--- src/rtl/fighter_anim_ctrl.sv ---
// Per-fighter action state machine feeding the sprite ROM address generator.
// Optional post-hit invulnerability window is enabled by defining MK_HIT_INVULN_EN.
module fighter_anim_ctrl #(
  parameter int RUN_STEP_FRAMES = 4,
  parameter int JUMP_FRAMES     = 24,
  parameter int KICK_FRAMES     = 12,
  parameter int PUNCH_FRAMES    = 8,
  parameter int HIT_FRAMES      = 10,
  parameter int INVULN_FRAMES   = 16
) (
  input  logic       CLK,
  input  logic       Reset_h,
  input  logic       frame_tick,
  input  logic       key_left,
  input  logic       key_right,
  input  logic       key_up,
  input  logic       key_down,
  input  logic       key_kick,
  input  logic       key_punch,
  input  logic       hit_in,
  input  logic       health_zero,
  output logic       in_air,
  output logic       move_right,
  output logic       move_left,
  output logic       crouch,
  output logic       kick,
  output logic       punch,
  output logic       dir,
  output logic       p_hit,
  output logic       p_lose,
  output logic [2:0] run_state,
  output logic [4:0] count,
  output logic [9:0] boxsizex
);

  if (RUN_STEP_FRAMES < 1 || RUN_STEP_FRAMES > 31 ||
      JUMP_FRAMES < 1 || JUMP_FRAMES > 31 ||
      KICK_FRAMES < 1 || KICK_FRAMES > 31 ||
      PUNCH_FRAMES < 1 || PUNCH_FRAMES > 31 ||
      HIT_FRAMES < 1 || HIT_FRAMES > 31 ||
      INVULN_FRAMES < 0 || INVULN_FRAMES > 31) begin : g_param_check
    $error("fighter_anim_ctrl: frame parameters must lie in 1..31");
  end

  typedef enum logic [2:0] {
    S_IDLE, S_RUN, S_CROUCH, S_JUMP, S_KICK, S_PUNCH, S_HIT, S_LOSE
  } state_t;

  localparam logic [4:0] RUN_LAST   = 5'(RUN_STEP_FRAMES - 1);
  localparam logic [4:0] JUMP_LAST  = 5'(JUMP_FRAMES - 1);
  localparam logic [4:0] KICK_LAST  = 5'(KICK_FRAMES - 1);
  localparam logic [4:0] PUNCH_LAST = 5'(PUNCH_FRAMES - 1);
  localparam logic [4:0] HIT_LAST   = 5'(HIT_FRAMES - 1);
  localparam logic [9:0] BOX_NARROW = 10'd64;
  localparam logic [9:0] BOX_WIDE   = 10'd104;

  state_t     state_reg, state_next;
  logic [4:0] phase_reg, phase_next;
  logic [2:0] run_next;
  logic [4:0] last_count;
  logic       enter, go_right, go_left, hit_ok;

  // Left and right together cancel out.
  assign go_right = key_right & ~key_left;
  assign go_left  = key_left & ~key_right;

`ifdef MK_HIT_INVULN_EN
  localparam logic [4:0] INV_LOAD = 5'(INVULN_FRAMES);
  logic [4:0] inv_reg;
  assign hit_ok = hit_in && (inv_reg == 5'd0);

  always_ff @(posedge CLK or posedge Reset_h) begin
    if (Reset_h) begin
      inv_reg <= 5'd0;
    end else if (frame_tick) begin
      if (state_reg == S_HIT && state_next == S_IDLE) begin
        inv_reg <= INV_LOAD;
      end else if (inv_reg != 5'd0) begin
        inv_reg <= inv_reg - 5'd1;
      end
    end
  end
`else
  assign hit_ok = hit_in;
`endif

  always_comb begin
    last_count = 5'd31;
    case (state_reg)
      S_JUMP:  last_count = JUMP_LAST;
      S_KICK:  last_count = KICK_LAST;
      S_PUNCH: last_count = PUNCH_LAST;
      S_HIT:   last_count = HIT_LAST;
      default: last_count = 5'd31;
    endcase
  end

  always_comb begin
    state_next = state_reg;
    enter      = 1'b0;
    if (health_zero) begin
      state_next = S_LOSE;
    end else if (state_reg != S_LOSE && hit_ok) begin
      // A fresh hit while already stunned restarts the stun.
      state_next = S_HIT;
      enter      = 1'b1;
    end else begin
      case (state_reg)
        S_IDLE, S_RUN, S_CROUCH: begin
          if (key_up)                   state_next = S_JUMP;
          else if (key_down)            state_next = S_CROUCH;
          else if (key_kick)            state_next = S_KICK;
          else if (key_punch)           state_next = S_PUNCH;
          else if (go_right || go_left) state_next = S_RUN;
          else                          state_next = S_IDLE;
        end
        S_JUMP, S_KICK, S_PUNCH, S_HIT: begin
          if (count == last_count) state_next = S_IDLE;
        end
        default: state_next = state_reg;
      endcase
    end
    if (state_next != state_reg) enter = 1'b1;
  end

  always_comb begin
    phase_next = 5'd0;
    run_next   = 3'd0;
    if (state_next == S_RUN) begin
      if (enter) begin
        run_next = 3'd1;
      end else if (phase_reg == RUN_LAST) begin
        run_next = (run_state == 3'd4) ? 3'd1 : run_state + 3'd1;
      end else begin
        phase_next = phase_reg + 5'd1;
        run_next   = run_state;
      end
    end
  end

  always_ff @(posedge CLK or posedge Reset_h) begin
    if (Reset_h) begin
      state_reg  <= S_IDLE;
      phase_reg  <= 5'd0;
      in_air     <= 1'b0;
      move_right <= 1'b0;
      move_left  <= 1'b0;
      crouch     <= 1'b0;
      kick       <= 1'b0;
      punch      <= 1'b0;
      dir        <= 1'b0;
      p_hit      <= 1'b0;
      p_lose     <= 1'b0;
      run_state  <= 3'd0;
      count      <= 5'd0;
      boxsizex   <= BOX_NARROW;
    end else if (frame_tick) begin
      state_reg <= state_next;
      phase_reg <= phase_next;
      run_state <= run_next;
      if (enter)               count <= 5'd0;
      else if (count != 5'd31) count <= count + 5'd1;

      if (state_reg == S_IDLE || state_reg == S_RUN || state_reg == S_CROUCH) begin
        if (go_right)     dir <= 1'b0;
        else if (go_left) dir <= 1'b1;
      end

      // Jump direction is captured at takeoff and held until landing.
      if (state_next == S_RUN || (state_next == S_JUMP && enter)) begin
        move_right <= go_right;
        move_left  <= go_left;
      end else if (state_next != S_JUMP) begin
        move_right <= 1'b0;
        move_left  <= 1'b0;
      end

      in_air <= (state_next == S_JUMP);
      crouch <= (state_next == S_CROUCH);
      kick   <= (state_next == S_KICK);
      punch  <= (state_next == S_PUNCH);
      p_hit  <= (state_next == S_HIT);
      p_lose <= (state_next == S_LOSE);
      boxsizex <= (state_next == S_KICK || state_next == S_PUNCH ||
                   (state_next == S_RUN && run_next >= 3'd3)) ? BOX_WIDE : BOX_NARROW;
    end
  end

endmodule

--- config.mk ---
export PLATFORM = sky130hd
export DESIGN_NAME = fighter_anim_ctrl
export DESIGN_NICKNAME = d
export VERILOG_FILES = /design/src/rtl/fighter_anim_ctrl.sv
export SDC_FILE = /design/constraint.sdc
export NUM_CORES = 1
export LEC_CHECK = 0
export ABC_AREA = 1
export CAP_MARGIN = 0
export CORE_ASPECT_RATIO = 1.5
export CORE_UTILIZATION = 48
export CTS_CLUSTER_DIAMETER = 100
export CTS_CLUSTER_SIZE = 14
export DETAILED_ROUTE_END_ITERATION = 7
export DONT_BUFFER_PORTS = 1
export SLEW_MARGIN = 20
export SYNTH_ARGS = -nofsm -noshare
export SYNTH_HDL_FRONTEND = slang
export SYNTH_SLANG_ARGS = --single-unit
--- constraint.sdc ---
create_clock -name CLK -period 2.4 [get_ports CLK]
set_clock_uncertainty 0.1 [all_clocks]
set_input_delay 0.24 -clock CLK [delete_from_list [all_inputs] [get_ports CLK]]
set_output_delay 0.24 -clock CLK [all_outputs]
set_load 0.03 [all_outputs]
==> results of run 1 <==
## final cells by class
type | instances | area share
multi-input cells | 156 | 0.479
flip-flops and latches | 26 | 0.353
inverters | 39 | 0.0792
repair buffers | 7 | 0.0311
clock buffers | 4 | 0.0298
well taps | 42 | 0.0284
## placed cells by master (no fill, tap or decap), types with 2 or more instances in the layout
cell type and instances:
a21oi_1 6, a32o_1 2, buf_4 5, clkbuf_8 4, conb_1 8, dfrtp_1 25
dlygate4sd3_1 2, ha_1 7, inv_1 32, inv_2 6, nand2_1 40, nand2_2 9
nand3_1 17, nand3_2 2, nand4_1 3, nor2_1 22, nor2_2 3, nor2_4 3
o21ai_0 11, o21ai_1 4, o22ai_1 3, xnor2_1 2, xor2_1 4
## Yosys cell counts (3+ instances only)
library cell and count:
nor2_2 3, nand2_1 40, nand4_1 3, o22ai_1 3, o21ai_0 11, nor2_4 3
o21ai_1 4, ha_1 7, a21oi_1 6, dfrtp_1 26, inv_1 32, inv_2 6
clkbuf_1 3, nand3_1 17, nand2_2 9, nor2_1 22, xor2_1 4, buf_4 10
## metrics by stage
stage | utilization | setup WS [ns] | std cells | cell area, um^2
6_report | 0.536 | 0.257 | 274 | 1850
5_1_grt | 0.536 | 0.0599 | 274 | 1850
4_1_cts | 0.536 | 0.126 | 274 | 1850
3_5_place_dp | 0.514 | 0.157 | 268 | 1770
3_3_place_gp | 0.514 | 0.175 | 268 | 1770
2_1_floorplan | - | 0.519 | 235 | 1780
## worst max-delay path: stages (launching register included)
cell and delay [ns]:
dfrtp_2 0.50, inv_1 0.10, nand3_1 0.10, nand2_1 0.08, nor2_1 0.12, nor2_2 0.05, nand3_2 0.07, nand2_1 0.06
nand2_1 0.08, nand2_2 0.08, inv_2 0.09, nand2_2 0.09, nor2_1 0.21, nand3_2 0.12, nor2_1 0.10, nor2_1 0.05
nor2_1 0.07
## worst max path at each step
stage,end,slack [ns],cells past startpoint
2_1_floorplan,move_left$_DFFE_PP0P_,0.52,15
3_3_place_gp,boxsizex[3]$_DFFE_PP0P_,0.17,16
3_5_place_dp,boxsizex[3]$_DFFE_PP0P_,0.16,16
4_1_cts,boxsizex[3]$_DFFE_PP0P_,0.13,16
5_1_grt,boxsizex[3]$_DFFE_PP0P_,0.06,16
6_report,boxsizex[3]$_DFFE_PP0P_,0.26,16
## timing repair
item / CTS / global route
hold endpoints to repair: 35 / 0
hold buffers: 2 / 0
gates resized for setup: 0 / 1
endpoints found under the setup margin: 0 / 8
## cell families after synthesis
logic type / share of synthesized area
XOR/XNOR: 0.0299
flip-flops: 0.370
AO/OA/AOI/OAI: 0.0961
adder cells (fa/ha/maj): 0.0498
multiplexers: 0.00569
buffers and inverters: 0.139
AND/OR/NAND/NOR: 0.305
other: 0.00427
## metal layers
layer / vias up / global-route usage
met5: - / 0
met4: 0 / 0.0757
met3: 7 / 0.0339
met2: 21 / 0.373
met1: 682 / 0.235
li1: 712 / -
## power groups by stage
stage          clock (W)  combinational [W]  sequential [W]
2_1_floorplan          0           0.000256        0.000566
3_3_place_gp           0           0.000268        0.000584
3_5_place_dp           0           0.000274        0.000583
4_1_cts         0.000298           0.000280        0.000575
5_1_grt         0.000315           0.000313        0.000580
6_report        0.000287           0.000278        0.000574
==> impl_metrics.yaml, run 1 <==
routing:
  vias: 1422
  routed_wl_um: 3650
  firstDrtPassIters: 4
  via_per_inst: 5.19
  first_iter_violations: 35
  wl_per_cell_um: 13.3
  drt.antenna.violating_nets: 0
  top_layer: "met4"
  wl_met2_um: 2030
  wl_met1_um: 1440
  drcViolationCount: 0
  dr_wl_met3_um: 103
yosys:
  synthFlopType: "dfrtp_1"
  synth_seq_area_share: 0.370
  ys_ff_latch: 26
  synth_edf_count: 0
  yosysTopAreaCellShare: 0.370
  synth_area_um2: 1760
  yosysWarnings: 0
  syn_avg_cell_area_um2: 7.68
  ys_types: 34
  synth_top_cell_by_area: "dfrtp_1"
  ys_async_sr_fraction: 1.00
  synth_area_leaders: "dfrtp_1, nand2_1, inv_1"
  syn_inst: 229
hold_path:
  worstHoldStart: "frame_tick"
  min_to: "boxsizex[3]$_DFFE_PP0P_"
  hold_class: "primary input to flip-flop"
  hold_depth: 2
critical_path:
  cp_data_required_time_ns: 2.51
  rr_worst_depth: 16
  start_kind: "flip-flop"
  rrSetupSlack_ns: 0.26
  worstReg2RegEnd: "boxsizex[3]$_DFFE_PP0P_"
  critPathMaxFanout: 11
  crit-reg2reg-launch: "state_reg[2]$_DFFE_PP0P_"
  crit_type: "flip-flop to flip-flop"
  critical_path_arrival_ns: 2.26
  cp-startpoint: "state_reg[2]$_DFFE_PP0P_"
  crit_path_end_kind: "flip-flop"
power_and_ir_drop:
  power_frac_seq: 0.504
  pwr-share-comb: 0.244
  power.total_w: 0.00114
  peakVddDrop_mv: 0.327
  intPower_w: 0.000708
  power_density_nw_per_um2: 616
  clockPowerShare: 0.252
  switching_share: 0.378
  p_leak_nw: 0.955
  switchingPower_w: 0.000431
die:
  fp.dieW_um: 51.4
  rows: 26
  die_area_um2: 3910
  core_um2: 3450
  start_util: 0.510
  die_height_um: 76.1
  io_pins: 38
finish:
  syn2layout_area_growth_pct: 5.20
  multi_input_area_um2: 886
  regArea_um2: 652
  diodes: 0
  layout-drive-gt1-share: 0.168
  fillers: 357
  layout.nets: 251
clock_network:
  clk_latency_ns: 0.27
  cts.reportedPaths.clkPinSlew_ns: 0.09
  cts_root_buf: "clkbuf_8"
  clock-sinks: 26
  cts_tree: "yes"
  clock_path_buffers: 2
  htreeDepth: 1
  post-cts-setup-buffer-count: 0
  cts_buffers: 3
sta:
  tightest_slew_ns: 0.562
  finalCriticalPeriod_ns: 2.14
  setup_viol: 0
  fin_tns_setup_ns: 0
  slew_headroom: 0.626
  fmax_ghz: 0.467
  period_share: 0.893
  hold_viol_final: 0
  rsz0062_at_grt: "no"
  maxSlewViolCount: 0
  timing.hold.ws_ns: 0.00672
grt:
  track_usage: 0.207
  grt_pass1_vias: 1415
  grt_max_degree: 27
  grt_pass1_wl_um: 6240
  grt-ovfl-total: 0
  antenna_found_initial: 0
place:
  gp_congestion: 0.756
  io_buffers: 0
  hpwl_um: 2880
flow_run:
  maxCapViolCount: 0
outcome:
  status: "finished clean"
No activity file was read; power rests on OpenSTA's default activity.
==> inputs of run 2 (changes only) <==
--- a/config.mk
+++ b/config.mk
@@ -5,7 +5,6 @@
 export SDC_FILE = /design/constraint.sdc
 export NUM_CORES = 1
 export LEC_CHECK = 0
-export ABC_AREA = 1
 export CAP_MARGIN = 0
 export CORE_ASPECT_RATIO = 1.5
 export CORE_UTILIZATION = 48
@@ -13,6 +12,7 @@
 export CTS_CLUSTER_SIZE = 14
 export DETAILED_ROUTE_END_ITERATION = 7
 export DONT_BUFFER_PORTS = 1
+export GPL_ROUTABILITY_DRIVEN = 1
 export SLEW_MARGIN = 20
 export SYNTH_ARGS = -nofsm -noshare
 export SYNTH_HDL_FRONTEND = slang
==> run 2 against run 1 <==
The flow now finishes with violations (negative setup slack). Clock power grew 29%. Maximum frequency shrank 12%. Critical path depth shrank 9. Synthesized cell count shrank 6.6%. Routed wire length grew 45%. Via count grew 25%. Global-route usage grew 7.7 points. Worst hold slack gained 0.0099 ns. Power grew 26%.
==> impl_metrics.yaml, run 2 <==
grt:
  grt-ovfl-total: 0
  grt_max_degree: 27
  track_usage: 0.284
  antenna_found_initial: 0
  grt_pass1_wl_um: 8650
  grt_pass1_vias: 1911
outcome:
  violations: "negative setup slack"
  status: "finished, violations left"
power_and_ir_drop:
  clockPowerShare: 0.259
  switching_share: 0.365
  intPower_w: 0.000908
  switchingPower_w: 0.000521
  peakVddDrop_mv: 0.438
  power.total_w: 0.00143
  p_leak_nw: 1.04
  power_frac_seq: 0.398
  power_density_nw_per_um2: 627
  pwr-share-comb: 0.343
finish:
  layout.nets: 266
  fillers: 352
  design_area_um2: 2280
  diodes: 0
  layout-drive-gt1-share: 0.259
  final_cell_mix: "buf_4, dfrtp_1, nand2_1"
  layout_commonest_cell: "buf_4"
  finish.utilization: 0.625
  finalNonFillerCells: 290
  syn2layout_area_growth_pct: 24.6
routing:
  via_per_inst: 6.14
  first_iter_violations: 53
  drt.antenna.violating_nets: 0
  drcViolationCount: 0
  routed_wl_um: 5300
  wl_per_cell_um: 18.3
  firstDrtPassIters: 4
  vias: 1780
sta:
  maxSlewViolCount: 0
  hold_viol_final: 0
  period_share: 1.02
  tightest_slew_ns: 0.573
  finalWorstSetupSlack_ns: -0.0377
  slew_headroom: 0.617
  fmax_ghz: 0.410
  setup_viol: 2
  rsz0062_at_grt: "yes"
  finalCriticalPeriod_ns: 2.44
  fin_tns_setup_ns: -0.0379
hold_path:
  hold_class: "primary input to flip-flop"
yosys:
  synth_seq_area_share: 0.355
  ys_async_sr_fraction: 1.00
  yosysMostFrequentCell: "dfrtp_1"
  synth_area_leaders: "dfrtp_1, ha_1, a21oi_1"
  ys_types: 52
  yosysTopAreaCellShare: 0.355
  synthFlopType: "dfrtp_1"
  ys_ff_latch: 26
  synth_common_cells: "dfrtp_1, a21oi_1, nand2_1, o21ai_0, nor2_1"
  synth_edf_count: 0
  synth_area_um2: 1830
  synth_top_cell_by_area: "dfrtp_1"
  syn_inst: 214
  syn_avg_cell_area_um2: 8.55
  yosysWarnings: 0
place:
  dp_cells: 281
  gp_congestion: 0.859
  io_buffers: 0
  hpwl_um: 3920
  placed_area_um2: 2070
die:
  rows: 27
  io_pins: 38
  die_area_um2: 4070
  fp.dieW_um: 52.4
  die_height_um: 77.6
  start_util: 0.502
  core_um2: 3650
clock_network:
  cts_tree: "yes"
  cts_root_buf: "clkbuf_8"
  clock_path_buffers: 2
  clock-sinks: 26
  htreeDepth: 1
  clk_latency_ns: 0.28
  cts_buffers: 3
  cts.reportedPaths.clkPinSlew_ns: 0.10
flow_run:
  maxCapViolCount: 0
critical_path:
  cp_data_required_time_ns: 2.50
  crit_type: "flip-flop to flip-flop"
  start_kind: "flip-flop"
  critPathMaxFanout: 6
  crit_path_end_kind: "flip-flop"
  critical_path_arrival_ns: 2.54
run 2: worst max-delay path, stage by stage, from the launching register on:
cell     delay [ns]
dfrtp_2        0.48
and2_4         0.18
maj3_2         0.34
a21o_1         0.19
a41o_1         0.24
a31o_4         0.26
or4_4          0.44
a31oi_4        0.14
run 2: area by class of cell:
| cell class | count | area [um^2] | area share |
|---|---|---|---|
| Multi-Input combinational cell | 163 | 1130 | 0.496 |
| Timing Repair Buffer | 40 | 320 | 0.140 |
| Inverter | 14 | 52.6 | 0.0230 |
| Tap cell | 43 | 53.8 | 0.0236 |
| Sequential cell | 26 | 652 | 0.286 |
| Clock buffer | 3 | 41.3 | 0.0181 |
| Clock inverter | 1 | 30.0 | 0.0132 |
run 2: per-stage QoR:
step,hold slack (ns),setup WS [ns]
global route,0.0278,-0.131
detailed placement,0.111,-0.242
CTS,0.0143,0.00123
finish,0.0166,-0.0377
floorplan,0.180,0.0338
global placement,0.0993,-0.167
run 2: power by group through the flow:
| stage | sequential, W | clock (W) | combinational, W |
|---|---|---|---|
| floorplan | 0.000599 | 0 | 0.000264 |
| global placement | 0.000573 | 0 | 0.000432 |
| global route | 0.000572 | 0.000388 | 0.000528 |
| detailed placement | 0.000575 | 0 | 0.000442 |
| CTS | 0.000567 | 0.000381 | 0.000471 |
| finish | 0.000569 | 0.000371 | 0.000490 |
run 2: kinds of logic after synthesis:
| kind of cell | synth area share |
|---|---|
| flops | 0.355 |
| buf+inv | 0.0875 |
| fa+ha+maj | 0.0540 |
| other cells | 0.00410 |
| compound gates | 0.282 |
| mux | 0.0178 |
| simple gates | 0.185 |
| xor+xnor | 0.0144 |
run 2: layer usage:
| layer | global-route usage | wire length (um) | part of all wire | vias to the layer above |
|---|---|---|---|---|
| li1 | - | - | - | 843 |
| met3 | 0.0333 | 189 | 0.036 | 10 |
| met1 | 0.324 | 2090 | 0.39 | 877 |
| met5 | 0 | 0 | 0 | - |
| met4 | 0.0974 | 104 | 0.020 | 0 |
| met2 | 0.518 | 2920 | 0.55 | 50 |
run 2: timing repair:
item,in CTS,in global routing
buffers inserted,1,1
endpoints found under the setup margin,16,15
pin swaps,5,3
resized for setup,10,8
hold buffers,3,0
gates cloned,0,0
hold endpoints to repair,37,0
run 2: worst paths after layout:
path	cells past startpoint	end	slack (ns)	start
max	7	boxsizex[3]$_DFFE_PP0P_	-0.04	state_reg[1]$_DFFE_PP0P_
min	2	state_reg[2]$_DFFE_PP0P_	0.02	frame_tick
max reg2reg	7	boxsizex[3]$_DFFE_PP0P_	-0.04	state_reg[1]$_DFFE_PP0P_
min reg2reg	1	phase_reg[1]$_DFFE_PP0P_	0.47	phase_reg[1]$_DFFE_PP0P_
max in group asynchronous	3	state_reg[1]$_DFFE_PP0P_	1.56	Reset_h
min in group asynchronous	3	in_air$_DFFE_PP0P_	0.35	Reset_h
